`config.mk`:
```
export PLATFORM = sky130hd
export DESIGN_NAME = cpu_reg_bank
export DESIGN_NICKNAME = d
export VERILOG_FILES = /design/src/rtl/cpu_reg_pkg.sv /design/src/rtl/cpu_reg_bank_pulse_timer.sv /design/src/rtl/cpu_reg_bank.sv
export SDC_FILE = /design/constraint.sdc
export NUM_CORES = 1
export LEC_CHECK = 0
export BUFFER_PORTS_ARGS = -buffer_cell sky130_fd_sc_hd__buf_2
export CAP_MARGIN = 30
export CORE_AREA = 5 5 234 236
export CTS_BUF_LIST = sky130_fd_sc_hd__clkbuf_8
export DETAILED_ROUTE_END_ITERATION = 12
export DIE_AREA = 0 0 239 241
export PLACE_DENSITY_LB_ADDON = 0.12
export SYNTH_ARGS = -nofsm -noshare
export SYNTH_HDL_FRONTEND = slang
export SYNTH_SLANG_ARGS = --single-unit
```
`constraint.sdc`:
```
create_clock -name clk -period 2.8 [get_ports clk]
set_input_delay 0.28 -clock clk [delete_from_list [all_inputs] [get_ports clk]]
set_output_delay 0.28 -clock clk [all_outputs]
set_load 0.03 [all_outputs]
```
`src/rtl/cpu_reg_pkg.sv`:
```
// Shared types and helpers for the CPU control register bank.
// Covers address-to-index decoding and counter sizing.
package cpu_reg_pkg;

   localparam int ERR_BIT = 0;
   localparam int IDX_W   = 6;

   typedef struct packed {
      logic             in_range;
      logic [IDX_W-1:0] idx;
   } reg_sel_t;

   function automatic int clog2(input int value);
      int w;
      w = 0;
      while ((1 << w) < value) w++;
      return (w == 0) ? 1 : w;
   endfunction

   // The difference is taken one bit wider, so an address below base shows up as negative.
   function automatic reg_sel_t reg_idx(input logic [31:0] addr, input logic [31:0] base,
                                        input int num_regs);
      logic [32:0] diff;
      reg_sel_t    sel;
      diff         = {1'b0, addr} - {1'b0, base};
      sel.in_range = !diff[32] && (diff < 33'(num_regs));
      sel.idx      = diff[IDX_W-1:0];
      return sel;
   endfunction

endpackage

```
`src/rtl/cpu_reg_bank_pulse_timer.sv`:
```
// Down-counter for one self-clearing register.
// expire is high during the cycle whose closing edge takes the count from 1 to 0.
module pulse_timer
   import cpu_reg_pkg::*;
#(
   parameter int LEN = 4
) (
   input  logic clk,
   input  logic pRST,
   input  logic load,
   output logic expire
);

   localparam int CNT_W = clog2(LEN + 1);

   logic [CNT_W-1:0] r_cnt;

   always_ff @(posedge clk) begin
      if (pRST) begin
         r_cnt <= '0;
      end else if (load) begin
         r_cnt <= CNT_W'(LEN);
      end else if (r_cnt != '0) begin
         r_cnt <= r_cnt - CNT_W'(1);
      end
   end

   assign expire = (r_cnt == CNT_W'(1));

endmodule

```
`src/rtl/cpu_reg_bank.sv`:
```
// Parametrised CPU-side control register bank with registered read-back,
// per-register write strobes, self-clearing pulse registers and a sticky address-error flag.
module cpu_reg_bank
   import cpu_reg_pkg::*;
#(
   parameter int                         ADDR_W     = 9,
   parameter int                         DATA_W     = 32,
   parameter int                         NUM_REGS   = 16,
   parameter int                         BASE_ADDR  = 1,
   parameter logic [NUM_REGS-1:0]        PULSE_MASK = '0,
   parameter int                         PULSE_LEN  = 4,
   parameter logic [NUM_REGS*DATA_W-1:0] RST_VAL    = '0
) (
   input  logic                         clk,
   input  logic                         pRST,
   input  logic                         cpu_wr_n,
   input  logic                         cpu_rd_n,
   input  logic [ADDR_W-1:0]            cpu_addr,
   input  logic [DATA_W-1:0]            cpu_wdata,
   output logic [DATA_W-1:0]            cpu_rdata,
   output logic                         cpu_rvalid,
   output logic [NUM_REGS*DATA_W-1:0]   reg_q,
   output logic [NUM_REGS-1:0]          reg_wstb,
   output logic                         error
);

   localparam int          MAX_REGS = 1 << IDX_W;
   localparam logic [32:0] ERR_ADDR = 33'(BASE_ADDR) + 33'(NUM_REGS);

   reg_sel_t          w_sel;
   logic              w_wr;
   logic              w_rd;
   logic              w_is_err_addr;
   logic              w_bad_addr;
   logic [DATA_W-1:0] w_err_word;
   logic [DATA_W-1:0] w_rd_value;
   logic [DATA_W-1:0] w_regs [MAX_REGS];

   logic [DATA_W-1:0] r_rdata;
   logic              r_rvalid;
   logic              r_error;

   assign w_sel         = reg_idx(32'(cpu_addr), 32'(BASE_ADDR), NUM_REGS);
   assign w_wr          = !cpu_wr_n;
   assign w_rd          = !cpu_rd_n;
   assign w_is_err_addr = (33'(cpu_addr) == ERR_ADDR);
   assign w_bad_addr    = !w_sel.in_range && !w_is_err_addr;

   genvar gi;
   generate
      for (gi = 0; gi < MAX_REGS; gi++) begin : g_reg
         if (gi < NUM_REGS) begin : g_used
            logic              w_load;
            logic              w_expire;
            logic [DATA_W-1:0] r_reg;
            logic              r_wstb;

            assign w_load = w_wr && w_sel.in_range && (w_sel.idx == IDX_W'(gi));

            if (PULSE_MASK[gi]) begin : g_pulse
               pulse_timer #(.LEN(PULSE_LEN)) u_timer (
                  .clk    (clk),
                  .pRST   (pRST),
                  .load   (w_load),
                  .expire (w_expire)
               );
            end else begin : g_static
               assign w_expire = 1'b0;
            end

            // A write on the expiry edge wins, so a rewrite never leaves a gap.
            always_ff @(posedge clk) begin
               if (pRST) begin
                  r_reg  <= RST_VAL[gi*DATA_W +: DATA_W];
                  r_wstb <= 1'b0;
               end else begin
                  r_wstb <= w_load;
                  if (w_load) begin
                     r_reg <= cpu_wdata;
                  end else if (w_expire) begin
                     r_reg <= RST_VAL[gi*DATA_W +: DATA_W];
                  end
               end
            end

            assign w_regs[gi]                  = r_reg;
            assign reg_q[gi*DATA_W +: DATA_W]  = r_reg;
            assign reg_wstb[gi]                = r_wstb;
         end else begin : g_unused
            assign w_regs[gi] = '0;
         end
      end
   endgenerate

   always_comb begin
      w_err_word          = '0;
      w_err_word[ERR_BIT] = r_error;
      w_rd_value          = '0;
      if (w_sel.in_range) begin
         w_rd_value = w_regs[w_sel.idx];
      end else if (w_is_err_addr) begin
         w_rd_value = w_err_word;
      end
   end

   always_ff @(posedge clk) begin
      if (pRST) begin
         r_rdata  <= '0;
         r_rvalid <= 1'b0;
         r_error  <= 1'b0;
      end else begin
         r_rvalid <= w_rd;
         if (w_rd) begin
            r_rdata <= w_rd_value;
         end
         if ((w_wr || w_rd) && w_bad_addr) begin
            r_error <= 1'b1;
         end else if (w_wr && w_is_err_addr && cpu_wdata[ERR_BIT]) begin
            r_error <= 1'b0;
         end
      end
   end

   assign cpu_rdata  = r_rdata;
   assign cpu_rvalid = r_rvalid;
   assign error      = r_error;

endmodule
```
==> Word-level counts from Yosys, hierarchy flattened <==
Index checks and enable logic that the tools add are counted.
{ "totals": {"regBits": 562, "in_bits": 45, "output_inout_bits": 562, "word_cells": 92} }
{ "classes": {"n_addsub": 1, "n_lt_le_gt_ge": 2, "n_eq_ne": 16, "muxes": 7, "bitwise": 1, "reduce_logical": 30} }
{ "ops": {"columns": ["op", "n"], "rows": [
  ["$bmux W32 S6", 1],
  ["$mux W32", 3],
  ["$eq A6 B4 Y1 const B", 8],
  ["$lt A33 B5 Y1 const B", 1],
  ["$eq A6 B3 Y1 const B", 4],
  ["$logic_and A1 B1 Y1", 22],
  ["$eq A6 B2 Y1 const B", 2],
  ["$sub A9 B1 Y10 const B", 1],
  ["$eq A9 B5 Y1 const B", 1],
  ["$ge A7 B7 Y1 const B", 1],
  ["$not A6 Y7", 1],
  ["$eq A6 B1 Y1 const B", 1],
  ["$logic_not A6 Y1", 1],
  ["$logic_not A1 Y1", 5],
  ["$mux W1", 3],
  ["$reduce_bool A2 Y1", 1],
  ["$logic_or A1 B1 Y1", 1]
]} }

==> Logic depth before layout (Yosys ltp) <==
{ "depth": {"word_depth": 7, "ltp_mapped": 15, "depth_no_buf": 8} }

==> Worst setup path after synthesis <==
OpenSTA, ideal clock, no wires.
{ "synth_path": {"path_type": "input-to-reg", "startpoint": "in cpu_addr[0]", "endpoint": "reg r_rdata[30] (netlist: cpu_rdata[30])", "setup_ns": 0.117, "t_arrival_ns": 2.943, "t_required_ns": 2.683, "path_slack_ns": -0.260, "path_stages": 10, "path_buffers": 5, "cell_sequence": "buf_2 -> buf_2 -> buf_2 -> inv_1 -> ha_1 -> buf_2 -> clkbuf_1 -> mux4_2 -> mux4_2 -> a22o_1"} }
{ "synth_via": {"elab_chain_len": 6, "elab_cells_between_ends": 9, "cone_classes": "add/sub (1); order compare (1); mux (4); bitwise (1); reduce/logical (2)"} }
{ "synth_rtl": {"columns": ["item", "line_no", "text"], "rows": [
  ["start: declaration", "cpu_reg_bank.sv:18", "input logic [ADDR_W-1:0] cpu_addr,"],
  ["$sub A9 B1 Y10 *", "cpu_reg_pkg.sv:25", "diff = {1'b0, addr} - {1'b0, base};"],
  ["parallel branches: the longest is 4 deep, another holds $lt A33 B5 Y1", null, null],
  ["$mux W32 *", "cpu_reg_bank.sv:99", "if (w_sel.in_range) begin"],
  ["end signal: assignment", "cpu_reg_bank.sv:114", "r_rdata <= w_rd_value;"],
  ["end: declaration", "cpu_reg_bank.sv:39", "logic [DATA_W-1:0] r_rdata;"]
]} }
Every way passes the cells marked *. The select of a mux whose other input is x is not followed.
A chain may end at the register's enable or synchronous reset.

==> Final worst setup path <==
{ "layout_path": {"startpoint": "in cpu_addr[2]", "endpoint": "reg g_reg[3].g_used.r_wstb"} }
{ "layout_via": {"elab_chain_len": 5, "elab_cells_between_ends": 7, "cone_classes": "add/sub (1); order compare (1); eq/ne (1); reduce/logical (4)"} }
{ "layout_rtl": {"columns": ["item", "line_no", "text"], "rows": [
  ["$sub A9 B1 Y10 *", "cpu_reg_pkg.sv:25", null],
  ["$lt A33 B5 Y1 / $logic_not A1 Y1 (equally long branches)", "cpu_reg_pkg.sv:26", "sel.in_range = !diff[32] && (diff < 33'(num_regs));"],
  ["$logic_and A1 B1 Y1", "cpu_reg_pkg.sv:26", null],
  ["$logic_and A1 B1 Y1", "cpu_reg_bank.sv:58", "assign w_load = w_wr && w_sel.in_range && (w_sel.idx == IDX_W'(gi));"],
  ["$logic_and A1 B1 Y1 *", "cpu_reg_bank.sv:58", null],
  ["end signal: assignment", "cpu_reg_bank.sv:77", "r_wstb <= w_load;"],
  ["end: declaration", "cpu_reg_bank.sv:56", "logic r_wstb;"]
]} }
Every way passes the cells marked *; elsewhere a longest branch is shown, timed or not.

==> flow_metrics.env <==
export IMPL_run_status="finished, final reports clean"
export IMPL_timing_hold_violations_final=0
export IMPL_detailed_place_area_sq_um=27900
export IMPL_r2r_setup_slack_ns=1.07
export IMPL_synth_nets=2429
export IMPL_leakage_nw=14.6
export IMPL_pin_count=607
export IMPL_whs_endpoint="g_reg[6].g_used.r_reg[29]"
export IMPL_numClockSinks=562
export IMPL_grt_use_total=0.306
export IMPL_max_freq_mhz=379
export IMPL_drt_antenna_violating_nets=0
export IMPL_clock_skew_final_ns=0.0124
export IMPL_final_util=0.579
export IMPL_clk_transition_reported_paths_ns=0.06
export IMPL_grt_max_degree=147
export IMPL_ordered_list_of_cells_on_the_worst_path="dlygate4sd3_1, clkbuf_4, nor3_4, and4_1, or2_1, buf_12, nand2_1, or4_1, nor2_1, dlygate4sd3_1"
export IMPL_power_share_combinational=0.059
export IMPL_async_reset_ff_frac=0
export IMPL_min_path_cells=2
export IMPL_dr_first_iter_drc_count=1860
export IMPL_nNetsFinal=2982
export IMPL_critical_path_n_buffers_inverters=4
export IMPL_finalWeightedCongestion=0.917
export IMPL_final_max_slew_violation_count=0
export IMPL_tritoncts="done"
export IMPL_worst_path_slowest_cell="sky130_fd_sc_hd__or4_1"
export IMPL_final_setup_tns_ns=0
export IMPL_cts_post_setup_buffers_inserted=0
export IMPL_pwr_share_clk=0.461
export IMPL_die_area_sq_um=57600
export IMPL_path_delay_family="buffers and inverters"
export IMPL_finalWorstPathRequiredPeriod_ns=2.64
export IMPL_hp_start="pRST"
export IMPL_post_drt_wl_per_cell_um=25.1
export IMPL_post_route_period_util=0.943
export IMPL_r2r_end="cpu_rdata[1]"
export IMPL_layout_drive_gt1_share=0.356
export IMPL_floorplan_initialDensity=0.465
export IMPL_yosys_most_used_dff="sky130_fd_sc_hd__dfxtp_1"
export IMPL_worst_skew_pair_late_latency_ns=0.67
export IMPL_setup_worst_path_end_class="flip-flop"
export IMPL_total_switching_power_mw=4.10
export IMPL_critical_path_class="in -> reg"
export IMPL_tritoncts_num_buffers=94
export IMPL_grt_overflow_total=0
export IMPL_cellInternalPower_mw=12.6
export IMPL_post_synth_instance_area_sq_um=24300
export IMPL_route_detailed_drc=0
export IMPL_synthesis_instances=2380
export IMPL_worst_slack_ns=0.161
export IMPL_power_per_cell_area_nw_per_um2=552
export IMPL_startpoint_type="primary input"
export IMPL_grt_antenna_before_repair=3
export IMPL_num_vias=21000
export IMPL_grt_setup_unrepaired="no"
export IMPL_cp_data_required_time_ns=3.42
export IMPL_yosysSeqAreaShare=0.463
export IMPL_timing_hold_ws_ns=0.0553
export IMPL_drt_total_wl_um=92900
export IMPL_synthesis_area_per_instance_sq_um=10.2
export IMPL_vias_per_cell=5.69
export IMPL_worst_path_largest_cell_delay_ns=0.55
export IMPL_worst_r2r_cell_count=3
export IMPL_timing_critical_path_fanout_max=18
export IMPL_relSlewSlack=0.433
export IMPL_slew_of_the_pin_with_the_lowest_slew_margin_ns=0.851
export IMPL_setup_viol=0
export IMPL_synthToLayoutAreaGrowth_pct=24.5
export IMPL_die_w_um=239
export IMPL_detailed_place_hpwl_um=65000
export IMPL_worst_path_most_repeated_cell="sky130_fd_sc_hd__dlygate4sd3_1"
export IMPL_power_share_sequential=0.480
export IMPL_ys_ff_latch=562
export IMPL_place_inst=3490
export IMPL_global_route_wire_length_before_repair_um=134000
export IMPL_fp_row_count=84
export IMPL_cp_arrival_ns=3.25
export IMPL_via_count_of_the_first_global_routing_pass=20300
export IMPL_layout_cells_most_common="sky130_fd_sc_hd__buf_2"
export IMPL_max_cap_violations=0
export IMPL_cts_root_buf="sky130_fd_sc_hd__clkbuf_8"
export IMPL_area_inside_the_core_boundary_sq_um=52200
export IMPL_ys_types=44
export IMPL_finish_cell_count_without_fillers=3701
export IMPL_yosys_warnings=0
export IMPL_final_design_area_no_fill_sq_um=30200
export IMPL_min_delay_path_class="in -> reg"
export IMPL_cts_htree_levels=3
export IMPL_r2r_start="g_reg[9].g_used.r_reg[1]"
export IMPL_chipHeight_um=241
export IMPL_vdd_drop_max_uv=414
export IMPL_largest_reg_flops=512
export IMPL_placement_setup_worst_slack_ns=0.165
export IMPL_total_power_mw=16.7
export IMPL_clk_path_buf_depth=3
export IMPL_synth_edf_count=0
export IMPL_p_sw_frac=0.245
export IMPL_drtPass1Iterations=5
export IMPL_final_cell_mix="sky130_fd_sc_hd__buf_2, sky130_fd_sc_hd__dfxtp_1, sky130_fd_sc_hd__nand2_1, sky130_fd_sc_hd__nor2_1, sky130_fd_sc_hd__mux2i_1"
export IMPL_portBuffers=606
[kinds of logic after synthesis]
group                      count (synthesis)  share of synthesized area
and+or+nand+nor                          831                      0.140
DFF                                      562                      0.463
muxes                                    447                      0.266
buffers and inverters                    267                     0.0584
AOI/OAI and AO/OA                        264                     0.0693
xor gates and xnor gates                   5                    0.00180
adders and majority gates                  4                    0.00206
[Yosys cell counts, types with 3 or more instances]
master | number | area (sq um)
sky130_fd_sc_hd__dfxtp_1 | 562 | 11300
sky130_fd_sc_hd__nand2_1 | 460 | 1730
sky130_fd_sc_hd__nor2_1 | 304 | 1140
sky130_fd_sc_hd__mux2i_1 | 288 | 2880
sky130_fd_sc_hd__a21oi_1 | 166 | 831
sky130_fd_sc_hd__mux4_2 | 159 | 3580
sky130_fd_sc_hd__buf_2 | 123 | 616
sky130_fd_sc_hd__clkbuf_1 | 82 | 308
sky130_fd_sc_hd__a21oi_2 | 60 | 526
sky130_fd_sc_hd__buf_4 | 36 | 270
sky130_fd_sc_hd__a22o_1 | 31 | 272
sky130_fd_sc_hd__buf_6 | 17 | 191
sky130_fd_sc_hd__nor3_1 | 12 | 60.1
sky130_fd_sc_hd__nand4_1 | 8 | 50.1
sky130_fd_sc_hd__inv_1 | 7 | 26.3
sky130_fd_sc_hd__nand2b_1 | 7 | 43.8
sky130_fd_sc_hd__nand3_1 | 6 | 30.0
sky130_fd_sc_hd__nor2b_1 | 5 | 31.3
sky130_fd_sc_hd__ha_1 | 4 | 50.1
sky130_fd_sc_hd__nor3_2 | 4 | 40.0
sky130_fd_sc_hd__nor4_4 | 4 | 85.1
sky130_fd_sc_hd__xnor2_1 | 4 | 35.0
sky130_fd_sc_hd__and4_1 | 3 | 26.3
sky130_fd_sc_hd__nand3_2 | 3 | 30.0
[power by group through the flow]
stage	clock network (mW)	registers (mW)	logic [mW]
final	7.69	8.02	0.988
after CTS	7.80	8.01	0.974
after global routing	8.16	8.01	1.04
after detailed placement	0	8.19	0.935
after global placement	0	8.19	0.929
after floorplan	0	8.21	0.610
[area by class of cell]
class	instances	area (sq um)
clock buffer	125	1720
tap	688	861
clock inverter	48	290
inverter	7	26.3
antenna	3	7.51
timing repair buffer	717	4310
sequential	562	11300
multi-input combinational	1551	11800
fill	4603	22000
[layer usage]
layer,wire (um),up-vias,GRT usage
li1,-,9296,-
met1,37100,10500,0.406
met2,43000,1118,0.482
met3,8780,179,0.0754
met4,4000,0,0.132
met5,0,-,0
[worst max-delay path by stage]
| stage | startpoint | end | slack, ns | depth (start not counted) |
|---|---|---|---|---|
| 2_1_floorplan | cpu_addr[0] | g_reg[1].g_used.r_reg[23] | 0.03 | 13 |
| 3_3_place_gp | cpu_addr[1] | g_reg[1].g_used.r_reg[9] | 0.23 | 9 |
| 3_5_place_dp | cpu_addr[1] | g_reg[11].g_used.r_reg[12] | 0.16 | 9 |
| 4_1_cts | cpu_addr[2] | g_reg[3].g_used.r_wstb | 0.15 | 10 |
| 5_1_grt | cpu_addr[2] | g_reg[3].g_used.r_wstb | 0.03 | 10 |
| 6_report | cpu_addr[2] | g_reg[3].g_used.r_wstb | 0.16 | 10 |
[repair_timing]
item	in CTS	in global routing
endpoints found under the hold margin	220	0
hold buffers	35	0
resized for setup	0	4
endpoints found under the setup margin	0	1
Note: power is estimated with default switching activity, not from simulation.
